File: src/rtl/ysyx_22041071_mul_ctrl.sv
// ysyx_22041071_mul_ctrl
// Sequencing controller between the issue stage and a 64x64 multiplier.
// It latches one MUL/MULH/MULHSU/MULHU (or MULW) request, drives the
// multiplier while in CALC, then presents the selected result on the
// response port until it is consumed.
//
// Optional feature: define YSYX_22041071_MUL_PIPE_EN to add a HOLD state
// that re-registers the result (latency 3 instead of 2).
//
// Handshake: a transfer happens on a rising edge where valid && ready are
// both high. The controller holds resp_valid/resp_data/resp_tag stable
// until resp_ready, and req_ready never depends on req_valid. flush
// (and rst) block acceptance and cancel whatever is in flight.
module ysyx_22041071_mul_ctrl (
  input  logic        clk,
  input  logic        rst,
  input  logic        flush,
  // request port
  input  logic        req_valid,
  output logic        req_ready,
  input  logic [1:0]  req_op,
  input  logic        req_word,
  input  logic [63:0] req_src1,
  input  logic [63:0] req_src2,
  input  logic [4:0]  req_tag,
  // response port
  output logic        resp_valid,
  input  logic        resp_ready,
  output logic [63:0] resp_data,
  output logic [4:0]  resp_tag,
  // multiplier port
  output logic        m_valid,
  output logic        m_flush,
  output logic        m_mulw,
  output logic [1:0]  m_signed,
  output logic [63:0] m_src1,
  output logic [63:0] m_src2,
  input  logic        m_out_valid,
  input  logic [63:0] m_result_h,
  input  logic [63:0] m_result_l,
  // status
  output logic        busy,
  output logic [1:0]  dbg_state
);

  typedef enum logic [1:0] {
    S_IDLE = 2'd0,
    S_CALC = 2'd1,
`ifdef YSYX_22041071_MUL_PIPE_EN
    S_HOLD = 2'd2,
`endif
    S_DONE = 2'd3
  } state_t;

  localparam logic [1:0] OP_MUL    = 2'b00;
  localparam logic [1:0] OP_MULH   = 2'b01;
  localparam logic [1:0] OP_MULHSU = 2'b10;

  state_t      state_q, state_d;
  logic [1:0]  op_q;
  logic        word_q;
  logic [63:0] src1_q;
  logic [63:0] src2_q;
  logic [4:0]  tag_q;
  logic [63:0] res_q;
`ifdef YSYX_22041071_MUL_PIPE_EN
  logic [63:0] stage_q;
`endif

  logic        in_idle, in_calc, in_done;
  logic        accept;
  logic        load_res;
  logic [63:0] res_sel;
  logic [1:0]  sign_sel;

  assign in_idle = (state_q == S_IDLE);
  assign in_calc = (state_q == S_CALC);
  assign in_done = (state_q == S_DONE);

  // A new request may enter when idle, or when the current result is being
  // consumed this very cycle; flush and reset always win over acceptance.
  assign req_ready = (in_idle || (in_done && resp_ready)) && !flush && !rst;
  assign accept    = req_valid && req_ready;

  assign resp_valid = in_done && !flush && !rst;
  assign resp_data  = in_done ? res_q : 64'd0;
  assign resp_tag   = tag_q;
  assign busy       = !in_idle && !rst;
  assign dbg_state  = state_q;

  // Word ops and MUL/MULH treat both operands as signed; MULHSU signs only
  // src1; MULHU signs neither. Bit 1 qualifies src1, bit 0 qualifies src2.
  assign sign_sel = (word_q || op_q == OP_MUL || op_q == OP_MULH) ? 2'b11 :
                    (op_q == OP_MULHSU)                         ? 2'b10 :
                                                                  2'b00;

  assign m_valid  = in_calc && !rst;
  assign m_flush  = flush;
  assign m_mulw   = in_calc ? word_q   : 1'b0;
  assign m_signed = in_calc ? sign_sel : 2'b00;
  assign m_src1   = in_calc ? src1_q   : 64'd0;
  assign m_src2   = in_calc ? src2_q   : 64'd0;

  // MULW keeps the low word sign-extended; MUL keeps the low half; the
  // MULH variants keep the high half.
  assign res_sel = word_q          ? {{32{m_result_l[31]}}, m_result_l[31:0]} :
                   (op_q == OP_MUL) ? m_result_l : m_result_h;

  assign load_res = in_calc && m_out_valid && !flush;

  // Next-state logic; flush forces IDLE from any state.
  always_comb begin
    state_d = state_q;
    if (flush) begin
      state_d = S_IDLE;
    end else begin
      case (state_q)
        S_IDLE: if (accept) state_d = S_CALC;
        S_CALC: begin
          if (m_out_valid) begin
`ifdef YSYX_22041071_MUL_PIPE_EN
            state_d = S_HOLD;
`else
            state_d = S_DONE;
`endif
          end
        end
`ifdef YSYX_22041071_MUL_PIPE_EN
        S_HOLD: state_d = S_DONE;
`endif
        S_DONE: begin
          if (resp_ready) state_d = accept ? S_CALC : S_IDLE;
        end
        default: state_d = S_IDLE;
      endcase
    end
  end

  // State register plus request/result latches; reset clears everything.
  always_ff @(posedge clk) begin
    if (rst) begin
      state_q <= S_IDLE;
      op_q    <= 2'b00;
      word_q  <= 1'b0;
      src1_q  <= 64'd0;
      src2_q  <= 64'd0;
      tag_q   <= 5'd0;
      res_q   <= 64'd0;
`ifdef YSYX_22041071_MUL_PIPE_EN
      stage_q <= 64'd0;
`endif
    end else begin
      state_q <= state_d;
      if (accept) begin
        op_q   <= req_op;
        word_q <= req_word;
        src1_q <= req_src1;
        src2_q <= req_src2;
        tag_q  <= req_tag;
      end
`ifdef YSYX_22041071_MUL_PIPE_EN
      if (load_res) stage_q <= res_sel;
      if ((state_q == S_HOLD) && !flush) res_q <= stage_q;
`else
      if (load_res) res_q <= res_sel;
`endif
    end
  end

endmodule

File: config.mk
export PLATFORM = sky130hd
export DESIGN_NAME = ysyx_22041071_mul_ctrl
export DESIGN_NICKNAME = d
export VERILOG_FILES = /design/src/rtl/ysyx_22041071_mul_ctrl.sv
export SDC_FILE = /design/constraint.sdc
export NUM_CORES = 1
export LEC_CHECK = 0
export BUFFER_PORTS_ARGS = -buffer_cell sky130_fd_sc_hd__buf_2
export CAP_MARGIN = 10
export CORE_AREA = 3 3 186 188
export CTS_BUF_LIST = sky130_fd_sc_hd__clkbuf_8
export DETAILED_ROUTE_END_ITERATION = 16
export DIE_AREA = 0 0 189 191
export HOLD_SLACK_MARGIN = 0.05
export PLACE_DENSITY = 0.64
export SLEW_MARGIN = 20
export SYNTH_ARGS = -nofsm -noshare
export SYNTH_HDL_FRONTEND = slang
export SYNTH_SLANG_ARGS = --single-unit
File: constraint.sdc
create_clock -name clk -period 2 [get_ports clk]
set_input_delay 0.1 -clock clk [delete_from_list [all_inputs] [get_ports clk]]
set_output_delay 0.1 -clock clk [all_outputs]
set_load 0.05 [all_outputs]
==> run_results.csv, run 1 <==
group,metric,value,unit
routing,wire_per_inst,17.4,µm
placed_design,dp_cells,1872,
worst_setup_path,start_kind,"flip-flop",
routing,drt_iter0_drc,366,
logic_synthesis,synthAdderAreaFrac,0,%
final_layout,syn2layout_area_growth,76.0,%
placed_design,globalplace.congestion,0.828,
worst_setup_path,path_max_fanout,9,
logic_synthesis,synth_area_per_cell,9.69,µm²
final_layout,final_common_cell,"buf_2",
sta,rsz0062_at_grt,"yes",
placed_design,detailed_place_hpwl,22600,µm
sta,relSlewSlack,68.0,%
final_layout,drive_gt1_share,41.5,%
logic_synthesis,yosys.area_share.simple,21.0,%
grt,grt_first_pass_wirelength,58500,µm
logic_synthesis,yosysTopAreaCell,"dfxtp_1",
floorplanning,die_area,36100,µm²
logic_synthesis,synth_compound_area_share,11.5,%
sta,tightest_slew,0.479,ns
cts,cts_made_buffers,38,
final_layout,fillers,2814,
routing,vias_per_cell,4.65,
grt,grt_pass1_vias,10986,
cts,cts_tree,"done",
routing,drc_errors,0,
routing,num_vias,10371,
worst_setup_path,cp-end-kind,"output pin",
grt,grt-ovfl-total,0,
grt,grt_use_total,20.0,%
grt,grt_max_degree,97,
logic_synthesis,synthMuxAreaShare,20.5,%
floorplanning,core-area,33300,µm²
logic_synthesis,synth_area_leaders,"dfxtp_1 (41%), mux2_2 (11%), nor2b_1 (8.8%)",
logic_synthesis,synth.top_cell.area_share,41.2,%
routing,postRouteAntennaNets,0,
floorplanning,core.rowCount,67,
min_path,hp-class,"input pin to flip-flop",
logic_synthesis,netlist_area,9820,µm²
run_status,status,"finished clean",
routing,drt-total-wl,38800,µm
floorplanning,start_util,29.5,%
placed_design,io_buffers,476,
sta,max_freq,0.518,GHz
cts,cts.sinks,202,
min_path,hold-path-cell-count,5,
sta,hold_viol_final,0,
worst_setup_path,crit_required,1.90,ns
logic_synthesis,synthCells,1014,
logic_synthesis,ys.warnings.count,0,
floorplanning,ios,477,
floorplanning,die_x,189,µm
cts,cts_root_buffer,"clkbuf_8",
logic_synthesis,ys_ff_latch,202,
sta,slew_viol_final,0,
sta,period_needed,1.93,ns
sta,setup_viol,0,
final_layout,nNetsFinal,2017,
worst_setup_path,r2r_cells,5,
logic_synthesis,synth_cell_types,26,
pwr,vdd_drop_max,0.000557,V
sta,skew,0.0247,ns
cts,h-tree-depth,2,
final_layout,finalNonFillerCells,2229,
cts,clockBufferDepth,3,
worst_setup_path,worst_ep_arrival_time,1.83,ns
routing,firstDrtPassIters,5,
pwr,leakage,0.00826,µW
cts,clk_pin_slew,0.05,ns
pwr,power.total,10300,µW
logic_synthesis,yosysSeqAreaShare,41.2,%
floorplanning,die_y,191,µm
job,cap_violations,0,
cts,clkLatencyLatePin,0.54,ns
sta,fin_crit_sh,96.5,%
worst_setup_path,crit_type,"flip-flop to output pin",
logic_synthesis,synth-xor-area-share,0,%
logic_synthesis,synth_top_family_by_area,"simple AND/OR/NAND/NOR gates",
pwr,powerDensity,599,nW/µm²
logic_synthesis,syn-num-nets,1284,
grt,grt_antenna_before_repair,2,
final_layout,layout_common_cells,"buf_2 (340), dlygate4sd3_1 (272), dfxtp_1 (199), nor2b_1 (137), and2_1 (116)",
## flip-flops by register name, indices dropped and copies added (netlist names)
name and count:
resp_tag 5, src2_q 64, word_q 1, src1_q 64, op_q 2, res_q 64
dbg_state 2
## cell families (layout without fill, tap and decap cells)
| kind of cell | Yosys count | count (layout) |
|---|---|---|
| flops | 202 | 202 |
| simple gates | 346 | 346 |
| other cells | 0 | 6 |
| compound gates | 167 | 167 |
| buf+inv | 130 | 891 |
| mux | 169 | 169 |
## critical path, stage by stage (launching register included)
cell,delay [ns]
dfxtp_4,0.34
nor2b_4,0.20
buf_12,0.21
buf_4,0.18
and2_1,0.18
buf_6,0.17
## final cells by class
class	count	area [µm²]	area share [%]
diodes	6	15.0	0.0868
clock buffers	51	702	4.06
clock inverters	17	86.3	0.499
inverters	34	128	0.738
multi-input cells	682	5300	30.6
flip-flops and latches	202	4050	23.4
well taps	448	561	3.24
repair buffers	789	6450	37.3
## worst paths after layout
check | startpoint | to | slack [ns]
max | dbg_state[0] | m_src1[35] | 0.07
min | flush | op_q[0] | 0.25
max reg2reg | dbg_state[0] | op_q[1] | 0.09
min reg2reg | res_q[32] | res_q[32] | 0.48
## metrics by stage
stage                     hold WS (ns)  setup TNS, ns  cell area, µm²  utilization (%)  setup WS, ns
final                            0.248              0           17300             51.9        0.0698
after floorplan                  0.243          -3.41            9830                -        -0.114
after global placement           0.325              0           12800             38.4         0.268
after CTS                        0.230              0           16900             50.9       0.00169
after detailed placement         0.328              0           12800             38.4         0.198
after global routing             0.252         -0.301           17300             51.9       -0.0260
## metal layers
layer / part of all wire (%) / wire, µm / global-route usage [%]
met3: 7.0 / 2700 / 5.78
met5: 0 / 0 / 0
met4: 4.9 / 1910 / 10.6
met2: 49 / 19100 / 34.0
met1: 39 / 15100 / 22.8
## where the power goes
part           internal (µW)  switching [µW]
Clock                   2290            1840
Sequential              4210            84.7
Combinational           1110             828
## Yosys cell counts, drive strengths merged
cell type,number
inv,34
buf,34
and2,129
nand2,2
and3,33
a211oi,32
nand3,1
nor2,39
mux2i,33
nor2b,138
nand2b,2
o21ai,34
dfxtp,202
clkbuf,62
nor4bb,1
o211ai,1
a21oi,34
mux2,136
nor3,1
o21a,33
o21bai,1
o32ai,32
## timing repair
| item | CTS | global route |
|---|---|---|
| buffers inserted | 5 | 1 |
| endpoints found under the setup margin | 158 | 102 |
| gates resized for setup | 181 | 83 |
| pin swaps | 0 | 1 |
| hold buffers | 272 | 0 |
| hold endpoints to repair | 202 | 0 |
| gates cloned | 3 | 2 |
No activity file was read; power rests on OpenSTA's default activity.
==> inputs of run 2 (changes only) <==
--- a/config.mk
+++ b/config.mk
@@ -12,7 +12,7 @@
 export DETAILED_ROUTE_END_ITERATION = 16
 export DIE_AREA = 0 0 189 191
 export HOLD_SLACK_MARGIN = 0.05
-export PLACE_DENSITY = 0.64
+export PLACE_DENSITY_LB_ADDON = 0.15
 export SLEW_MARGIN = 20
 export SYNTH_ARGS = -nofsm -noshare
 export SYNTH_HDL_FRONTEND = slang
==> run 2 against run 1 <==
  * Clock skew fell by 0.0085 ns
  * Critical path depth fell by 1
  * Sequential share of layout area rose by 0.89 points
  * Non-clock buffer count fell by 10
  * Power fell by 3.2%
  * First-iteration DRC count fell by 21%
  * Register-to-register slack improved by 0.06 ns
  * Critical path type unchanged
  * Critical endpoint is now resp_data[60]
  * Largest cell class unchanged
  * Highest routed layer unchanged
==> run_results.csv, run 2 (same netlist as run 1, synthesis figures left out) <==
group,metric,value,unit
run_status,status,"finished clean",
sta,rsz0062_at_grt,"yes",
sta,setup_viol,0,
routing,postRouteAntennaNets,0,
routing,firstDrtPassIters,4,
worst_setup_path,crit_required,1.90,ns
worst_setup_path,worst_ep_arrival_time,1.81,ns
grt,met3_usage,5.37,%
cts,clk_pin_slew,0.06,ns
floorplanning,core.rowCount,67,
grt,globalRouteMet2Util,32.7,%
routing,vias_per_cell,4.53,
worst_setup_path,crit_type,"flip-flop to output pin",
final_layout,finalNonFillerCells,2218,
grt,busiest_layer,"met2",
cts,cts_root_buffer,"clkbuf_8",
grt,grt-ovfl-total,0,
cts,cts_made_buffers,39,
final_layout,multi_input_area,5250,µm²
floorplanning,die_area,36100,µm²
floorplanning,die_x,189,µm
worst_setup_path,r2r_setup_slack,0.15,ns
cts,clkLatencyLatePin,0.52,ns
worst_setup_path,start_kind,"flip-flop",
sta,hold_viol_final,0,
placed_design,dp_cells,1870,
job,cap_violations,0,
floorplanning,core-area,33300,µm²
pwr,leakage,0.00810,µW
final_layout,final_common_cell,"buf_2",
placed_design,globalplace.congestion,0.793,
floorplanning,die_y,191,µm
floorplanning,ios,477,
worst_setup_path,path_cells,"nand2_1 -> buf_4 -> nor2_1 -> clkbuf_4",
placed_design,detailed_place_hpwl,23300,µm
sta,setup_tns,0,ns
cts,cts.sinks,202,
grt,grt_use_total,19.0,%
final_layout,nNetsFinal,2008,
routing,wire_per_inst,16.3,µm
cts,clockBufferDepth,3,
grt,grt_first_pass_wirelength,55700,µm
worst_setup_path,max_stage_delay,0.46,ns
final_layout,top_regs,"res_q (64), src1_q (64), src2_q (64)",
routing,drc_errors,0,
pwr,vdd_drop_max,0.000436,V
grt,grt_max_degree,106,
final_layout,seq_area,4050,µm²
sta,tightest_slew,0.654,ns
worst_setup_path,path_max_fanout,33,
placed_design,io_buffers,476,
routing,num_vias,10046,
sta,relSlewSlack,56.4,%
routing,drt-total-wl,36200,µm
grt,grt_antenna_before_repair,4,
pwr,powerDensity,602,nW/µm²
final_layout,drive_gt1_share,39.7,%
final_layout,layout_common_cells,"buf_2 (344), dlygate4sd3_1 (271), dfxtp_1 (199), nor2b_1 (137), and2_1 (129)",
final_layout,fillers,3094,
grt,grt_pass1_vias,10331,
grt,grt.met1_usage,21.9,%
floorplanning,start_util,29.5,%
worst_setup_path,cp-end-kind,"output pin",
sta,period_needed,1.91,ns
sta,fin_crit_sh,95.4,%
worst_setup_path,cp_top_family,"buffers and inverters",
cts,h-tree-depth,2,
min_path,hp-class,"input pin to flip-flop",
worst_setup_path,path_buf_inv,2,
final_layout,final_core_util,50.0,%
final_layout,syn2layout_area_growth,69.5,%
routing,drt_iter0_drc,290,
sta,max_freq,0.524,GHz
sta,worst_hold_slack,0.310,ns
cts,cts_tree,"done",
sta,slew_viol_final,0,
worst_setup_path,crit_slowest_cell,"dfxtp_1",
sta,skew,0.0162,ns
run 2: report_power, final:
group          switching, µW  internal [µW]  total (µW)
Clock                   1760           2110        3860
Sequential              75.2           4210        4280
Combinational            788           1090        1880
run 2: repair_timing:
item,CTS,global route
endpoints found under the hold margin,202,0
cloned,1,0
pin swaps,0,1
buffers inserted,1,2
gates resized for setup,133,26
setup endpoints to repair,130,119
hold buffers,271,0
run 2: cell type report:
type	instances	share of cell area [%]
Antenna cell	4	0.0601
Clock buffer	47	3.88
Clock inverter	22	0.503
Inverter	34	0.766
Multi-Input combinational cell	682	31.5
Sequential cell	202	24.3
Tap cell	448	3.37
Timing Repair Buffer	779	35.6
run 2: stage by stage:
step | worst slack [ns] | area (µm²) | power [µW]
after floorplan | -0.114 | 9830 | 5170
after global placement | 0.233 | 12700 | 5680
after detailed placement | 0.220 | 12700 | 5690
after CTS | 0.00535 | 16500 | 10200
after global routing | -0.0134 | 16700 | 10600
final | 0.0923 | 16700 | 10000
run 2: metal layers:
metal / part of all wire, % / vias up / routed length (µm)
met5: 0 / - / 0
met2: 48 / 380 / 17500
met1: 40 / 4660 / 14700
li1: - / 4898 / -
met4: 4.6 / 0 / 1670
met3: 6.7 / 108 / 2440
run 2: path summary, 6_finish.rpt:
path	start	to	cells after the start
min reg2reg	res_q[35]	res_q[35]	2
min	m_result_l[31]	res_q[59]	5
max reg2reg	op_q[0]	res_q[12]	5
max	dbg_state[1]	resp_data[60]	4
run 2: worst min-delay path, delay by kind of cell:
family / cells / cell delay [ns]
simple gates: 2 / 0.17
compound gates: 1 / 0.15
buf+inv: 2 / 0.35
